### src/rtl/id_ex_stage_reg_pkg.sv
// Shared ID/EX definitions: opcodes, ALUOp encodings, the decode control bundle
// and the source-operand usage helpers shared with the forwarding unit.
package id_ex_stage_reg_pkg;

   localparam logic [5:0] OP_RTYPE = 6'd4;
   localparam logic [5:0] OP_ADDIU = 6'd12;
   localparam logic [5:0] OP_SUBIU = 6'd13;
   localparam logic [5:0] OP_SW    = 6'd16;
   localparam logic [5:0] OP_LW    = 6'd17;

   localparam logic [1:0] ALUOP_ISUB = 2'b00;
   localparam logic [1:0] ALUOP_IADD = 2'b01;
   localparam logic [1:0] ALUOP_R    = 2'b10;

   typedef struct packed {
      logic       reg_write;
      logic [1:0] alu_op;
      logic       reg_dst;
      logic       alu_src;
      logic       mem_write;
      logic       mem_read;
      logic       mem_to_reg;
   } ctrl_t;

   localparam ctrl_t BUBBLE = '0;

   function automatic logic rs_used_f(input logic [5:0] op);
      return (op == OP_RTYPE) || (op == OP_ADDIU) || (op == OP_SUBIU) ||
             (op == OP_SW) || (op == OP_LW);
   endfunction

   function automatic logic rt_used_f(input logic [5:0] op);
      return (op == OP_RTYPE) || (op == OP_SW);
   endfunction

endpackage

### src/rtl/id_ex_stage_reg_load_use_detect.sv
// Combinational load-use detector: flags a decode slot that reads the register a load in EX
// is about to write. Zero latency; no flow control of its own.
module load_use_detect
   import id_ex_stage_reg_pkg::*;
#(
   parameter int REG_AW = 5
) (
   input  logic              ex_valid_i,
   input  logic              ex_mem_read_i,
   input  logic [REG_AW-1:0] ex_rt_i,
   input  logic              id_valid_i,
   input  logic [5:0]        id_opcode_i,
   input  logic [REG_AW-1:0] id_rs_i,
   input  logic [REG_AW-1:0] id_rt_i,
   output logic              rs_used_o,
   output logic              rt_used_o,
   output logic              hz_o
);

   logic rs_match;
   logic rt_match;

   assign rs_used_o = rs_used_f(id_opcode_i);
   assign rt_used_o = rt_used_f(id_opcode_i);
   assign rs_match  = rs_used_o && (id_rs_i == ex_rt_i);
   assign rt_match  = rt_used_o && (id_rt_i == ex_rt_i);

   // $zero is never really written, so a load targeting it cannot create a dependency
   assign hz_o = ex_valid_i && ex_mem_read_i && id_valid_i && (ex_rt_i != '0) &&
                 (rs_match || rt_match);

endmodule

### src/rtl/id_ex_stage_reg.sv
// ID/EX pipeline register with load-use bubble insertion; 1-cycle latency, freezes on ex_hold,
// stalls PC/IF-ID combinationally via stall_out. Optional counters under ID_EX_PERF_EN.
module id_ex_stage_reg
   import id_ex_stage_reg_pkg::*;
#(
   parameter int DATA_W = 32,
   parameter int REG_AW = 5
) (
   input  logic              clk,
   input  logic              rst,
   input  logic              id_valid,
   input  logic [5:0]        id_opcode,
   input  logic              id_reg_write,
   input  logic              id_reg_dst,
   input  logic              id_alu_src,
   input  logic              id_mem_write,
   input  logic              id_mem_read,
   input  logic              id_mem_to_reg,
   input  logic [1:0]        id_alu_op,
   input  logic [DATA_W-1:0] id_rs_data,
   input  logic [DATA_W-1:0] id_rt_data,
   input  logic [DATA_W-1:0] id_imm,
   input  logic [REG_AW-1:0] id_rs,
   input  logic [REG_AW-1:0] id_rt,
   input  logic [REG_AW-1:0] id_rd,
   input  logic              flush,
   input  logic              ex_hold,
   output logic              ex_valid,
   output logic              ex_reg_write,
   output logic              ex_reg_dst,
   output logic              ex_alu_src,
   output logic              ex_mem_write,
   output logic              ex_mem_read,
   output logic              ex_mem_to_reg,
   output logic [1:0]        ex_alu_op,
   output logic [DATA_W-1:0] ex_rs_data,
   output logic [DATA_W-1:0] ex_rt_data,
   output logic [DATA_W-1:0] ex_imm,
   output logic [REG_AW-1:0] ex_rs,
   output logic [REG_AW-1:0] ex_rt,
   output logic [REG_AW-1:0] ex_rd,
   output logic              stall_out
`ifdef ID_EX_PERF_EN
   ,
   output logic [31:0]       perf_bubbles,
   output logic [31:0]       perf_flushes
`endif
);

   typedef struct packed {
      logic              valid;
      ctrl_t             ctrl;
      logic [DATA_W-1:0] rs_data;
      logic [DATA_W-1:0] rt_data;
      logic [DATA_W-1:0] imm;
      logic [REG_AW-1:0] rs;
      logic [REG_AW-1:0] rt;
      logic [REG_AW-1:0] rd;
   } stage_t;

   stage_t stage_q;
   stage_t stage_d;
   stage_t id_stage;
   logic   rs_used;
   logic   rt_used;
   logic   hz;

   load_use_detect #(.REG_AW(REG_AW)) u_load_use_detect (
      .ex_valid_i    (stage_q.valid),
      .ex_mem_read_i (stage_q.ctrl.mem_read),
      .ex_rt_i       (stage_q.rt),
      .id_valid_i    (id_valid),
      .id_opcode_i   (id_opcode),
      .id_rs_i       (id_rs),
      .id_rt_i       (id_rt),
      .rs_used_o     (rs_used),
      .rt_used_o     (rt_used),
      .hz_o          (hz)
   );

   assign stall_out = hz || ex_hold;

   always_comb begin
      id_stage.valid           = id_valid;
      id_stage.ctrl.reg_write  = id_reg_write;
      id_stage.ctrl.alu_op     = id_alu_op;
      id_stage.ctrl.reg_dst    = id_reg_dst;
      id_stage.ctrl.alu_src    = id_alu_src;
      id_stage.ctrl.mem_write  = id_mem_write;
      id_stage.ctrl.mem_read   = id_mem_read;
      id_stage.ctrl.mem_to_reg = id_mem_to_reg;
      id_stage.rs_data         = id_rs_data;
      id_stage.rt_data         = id_rt_data;
      id_stage.imm             = id_imm;
      id_stage.rs              = id_rs;
      id_stage.rt              = id_rt;
      id_stage.rd              = id_rd;
      // an empty decode slot must never carry side-effecting control into EX
      if (!id_valid) begin
         id_stage.ctrl = BUBBLE;
      end
   end

   always_comb begin
      stage_d = stage_q;
      if (flush) begin
         stage_d = '0;
      end else if (ex_hold) begin
         stage_d = stage_q;
      end else if (hz) begin
         stage_d = '0;
      end else begin
         stage_d = id_stage;
      end
   end

   always_ff @(posedge clk) begin
      if (rst) begin
         stage_q <= '0;
      end else begin
         stage_q <= stage_d;
      end
   end

   assign ex_valid      = stage_q.valid;
   assign ex_reg_write  = stage_q.ctrl.reg_write;
   assign ex_alu_op     = stage_q.ctrl.alu_op;
   assign ex_reg_dst    = stage_q.ctrl.reg_dst;
   assign ex_alu_src    = stage_q.ctrl.alu_src;
   assign ex_mem_write  = stage_q.ctrl.mem_write;
   assign ex_mem_read   = stage_q.ctrl.mem_read;
   assign ex_mem_to_reg = stage_q.ctrl.mem_to_reg;
   assign ex_rs_data    = stage_q.rs_data;
   assign ex_rt_data    = stage_q.rt_data;
   assign ex_imm        = stage_q.imm;
   assign ex_rs         = stage_q.rs;
   assign ex_rt         = stage_q.rt;
   assign ex_rd         = stage_q.rd;

`ifdef ID_EX_PERF_EN
   logic [31:0] perf_bubbles_q;
   logic [31:0] perf_bubbles_d;
   logic [31:0] perf_flushes_q;
   logic [31:0] perf_flushes_d;
   logic        bubble_load;

   // only count a bubble when it is actually written, not while a hold defers it
   assign bubble_load = hz && !flush && !ex_hold;

   always_comb begin
      perf_bubbles_d = perf_bubbles_q;
      perf_flushes_d = perf_flushes_q;
      if (bubble_load && (perf_bubbles_q != '1)) begin
         perf_bubbles_d = perf_bubbles_q + 32'd1;
      end
      if (flush && (perf_flushes_q != '1)) begin
         perf_flushes_d = perf_flushes_q + 32'd1;
      end
   end

   always_ff @(posedge clk) begin
      if (rst) begin
         perf_bubbles_q <= '0;
         perf_flushes_q <= '0;
      end else begin
         perf_bubbles_q <= perf_bubbles_d;
         perf_flushes_q <= perf_flushes_d;
      end
   end

   assign perf_bubbles = perf_bubbles_q;
   assign perf_flushes = perf_flushes_q;
`endif

endmodule

### config.mk
export PLATFORM = sky130hd
export DESIGN_NAME = id_ex_stage_reg
export DESIGN_NICKNAME = d
export VERILOG_FILES = /design/src/rtl/id_ex_stage_reg_pkg.sv /design/src/rtl/id_ex_stage_reg_load_use_detect.sv /design/src/rtl/id_ex_stage_reg.sv
export SDC_FILE = /design/constraint.sdc
export NUM_CORES = 1
export LEC_CHECK = 0
export ABC_CLOCK_PERIOD_IN_PS = 4300
export BUFFER_PORTS_ARGS = -buffer_cell sky130_fd_sc_hd__buf_2
export CAP_MARGIN = 30
export CORE_AREA = 2 2 135 71
export CTS_CLUSTER_SIZE = 14
export DETAILED_ROUTE_END_ITERATION = 16
export DIE_AREA = 0 0 137 73
export PLACE_DENSITY = 0.89
export SKIP_CTS_REPAIR_TIMING = 1
export SLEW_MARGIN = 5
export SYNTH_ARGS = -nofsm -noshare
export SYNTH_HDL_FRONTEND = slang
export SYNTH_SLANG_ARGS = --single-unit
### constraint.sdc
create_clock -name clk -period 4.3 [get_ports clk]
set_clock_uncertainty 0.15 [all_clocks]
set_input_delay 1.075 -clock clk [delete_from_list [all_inputs] [get_ports clk]]
set_output_delay 1.075 -clock clk [all_outputs]
set_load 0.02 [all_outputs]
==> results.md <==
* Status: finished clean
* VDD IR-drop max at 0.000340 V
* Final HPWL DP at 7710 um
* Fmax at 268 MHz
* Synth area leaders: dfxtp_1, a22o_1, buf_6
* Ant diodes at 0
* Crit Path Max Fanout at 10
* Critical path required time at 3.07 ns
* Post-synth top area cell: dfxtp_1
* Max cap viols at 0
* Synth warn at 0
* Clock slew at reported path FFs at 0.06 ns
* CTS H-tree depth at 4
* Row cnt at 25
* Antenna violations before repair at 0
* TritonRoute pass-1 iters at 4
* Seq/Total Area, Yosys at 62.2%
* Share of cells above drive strength 1 at 51.2%
* DR WL met3 at 892 um
* Cells after synthesis at 301
* Via Count at 3,484
* Commonest non-fill, non-tap cell in the layout: buf_2
* Placer Congestion at 0.956
* Clk sinks at 120
* Vias in the first global route at 3,361
* Nets at 678
* Post-route cell area at 5740 um^2
* Synth-to-layout area growth at 48.5%
* Flops & latches, synth at 120
* Top cell type's share of synthesized area at 62.2%
* Post-layout worst setup margin at 0.570 ns
* Drt total wl at 10,900 um
* DRT antenna net count at 0
* Met2 Wirelength at 5120 um
* Post-place setup slack at 0.629 ns
* Least-Margin Pin Slew at 0.718 ns
* Met1 wire length at 4730 um
* Largest buffer count on any clock path at 2
* Hold WC Path Type: reg2reg
* Rel. slew slack at 51.8%
* Final Cycle Share at 86.8%
* WL/cell at 16.0 um
* Top Ports at 251
* Syn Area/Cell at 12.8 um^2
* PortBufs at 250
* First-pass GRT wire length at 16,200 um
* Critical Path Sink Type: output pin
* Total congestion overflow at 0
* Clk_lat worst skew at 0.39 ns
* P_leak at 0.00290 uW
* Tmin final at 3.73 ns
* # setup viols final at 0
* Largest net degree at the start of global routing at 121
* Core region area at 9010 um^2
* DRC Markers at 0
* Die H at 73 um
* Final hold vios at 0
* Die X at 137 um
* Root Buffer: clkbuf_16
* Mapped Area at 3860 um^2
* Initial Util at 42.9%
* CTS buffer count at 17
* Power per Cell Area at 482 nW/um^2
* Most frequent cells in the layout: buf_2, dfxtp_1, a22o_1
* Gr usage total at 20.8%
* Crit Path Category: in2out
* Synthesized net count at 431
* Setup TNS at 0 ns
* Setup repair after global routing missed its margin: false
* 1st-iter DRT viols at 140
* Critical path arrival at 2.51 ns
* DP Area at 5150 um^2
* Top layer in use: met4
* Synth cell types at 21
* Fin. max-slew vios at 0
* DR vias/cell at 5.11
* CTS tree: yes
* Full die area at 10,000 um^2
* Worst setup SP type: input pin
## layer usage
metal | track usage (%) | up-vias
met2 | 33.8 | 152
met5 | 0 | -
li1 | - | 1662
met4 | 8.36 | 0
met3 | 7.57 | 15
met1 | 25.3 | 1655
## stage by stage
step / power [uW] / hold slack, ns / std cells / util, %
detailed placement: 1410 / 0.309 / 650 / 57.2
CTS: 2790 / 0.326 / 682 / 63.7
finish: 2770 / 0.318 / 682 / 63.7
global route: 2880 / 0.337 / 682 / 63.7
floorplan: 1310 / 0.444 / 301 / -
global placement: 1400 / 0.299 / 650 / 57.2
## final timing paths
kind / start / end / slack, ns / depth (start not counted)
worst max-delay path: id_opcode[0] / stall_out / 0.57 / 7
worst min-delay path: ex_mem_to_reg$_SDFFE_PP0N_ / ex_mem_to_reg$_SDFFE_PP0N_ / 0.32 / 1
worst max register to register: ex_rt[1]$_SDFFE_PP0N_ / ex_imm[24]$_SDFFE_PP0N_ / 1.98 / 6
worst min register to register: ex_mem_to_reg$_SDFFE_PP0N_ / ex_mem_to_reg$_SDFFE_PP0N_ / 0.32 / 1
## report_power, final
group / switching, uW / internal (uW) / total (uW)
combinational: 123 / 99.4 / 223
clock: 505 / 871 / 1380
sequential: 20.4 / 1150 / 1170
## critical path, stage by stage
cell	delay [ns]
buf_2	0.11
nor4_1	0.36
nand2_1	0.10
nor3_1	0.22
o21ai_1	0.31
nand2b_1	0.15
buf_2	0.17
## cell usage after synthesis
library cell,instances
a21oi_1,2
a22o_1,112
a31oi_1,1
a32o_1,8
buf_6,10
clkbuf_1,15
dfxtp_1,120
inv_1,2
nand2_1,2
nand2b_1,2
nand3_1,2
nand4_1,2
nor2_1,2
nor3_1,3
nor3b_1,2
nor4_1,1
o21ai_1,1
o32ai_1,1
or3_1,2
xnor2_1,9
xor2_1,2
## kinds of logic after synthesis
kind of cell           count (synthesis)  share of synthesized area, %
AO/OA/AOI/OAI                        125                          28.2
XOR/XNOR                              11                          2.49
AND/OR/NAND/NOR                       18                          2.56
flip-flops                           120                          62.2
buffers and inverters                 27                          4.56
## area by class of cell
cell class                 instances  area [um^2]
sequential                       120         2400
timing repair buffer             253         1290
tap                              121          151
multi-input combinational        154         1300
clock inverter                    14          151
inverter                           2         7.51
fill                             720         3270
clock buffer                      18          439
Note: power is estimated with default switching activity, not from simulation.
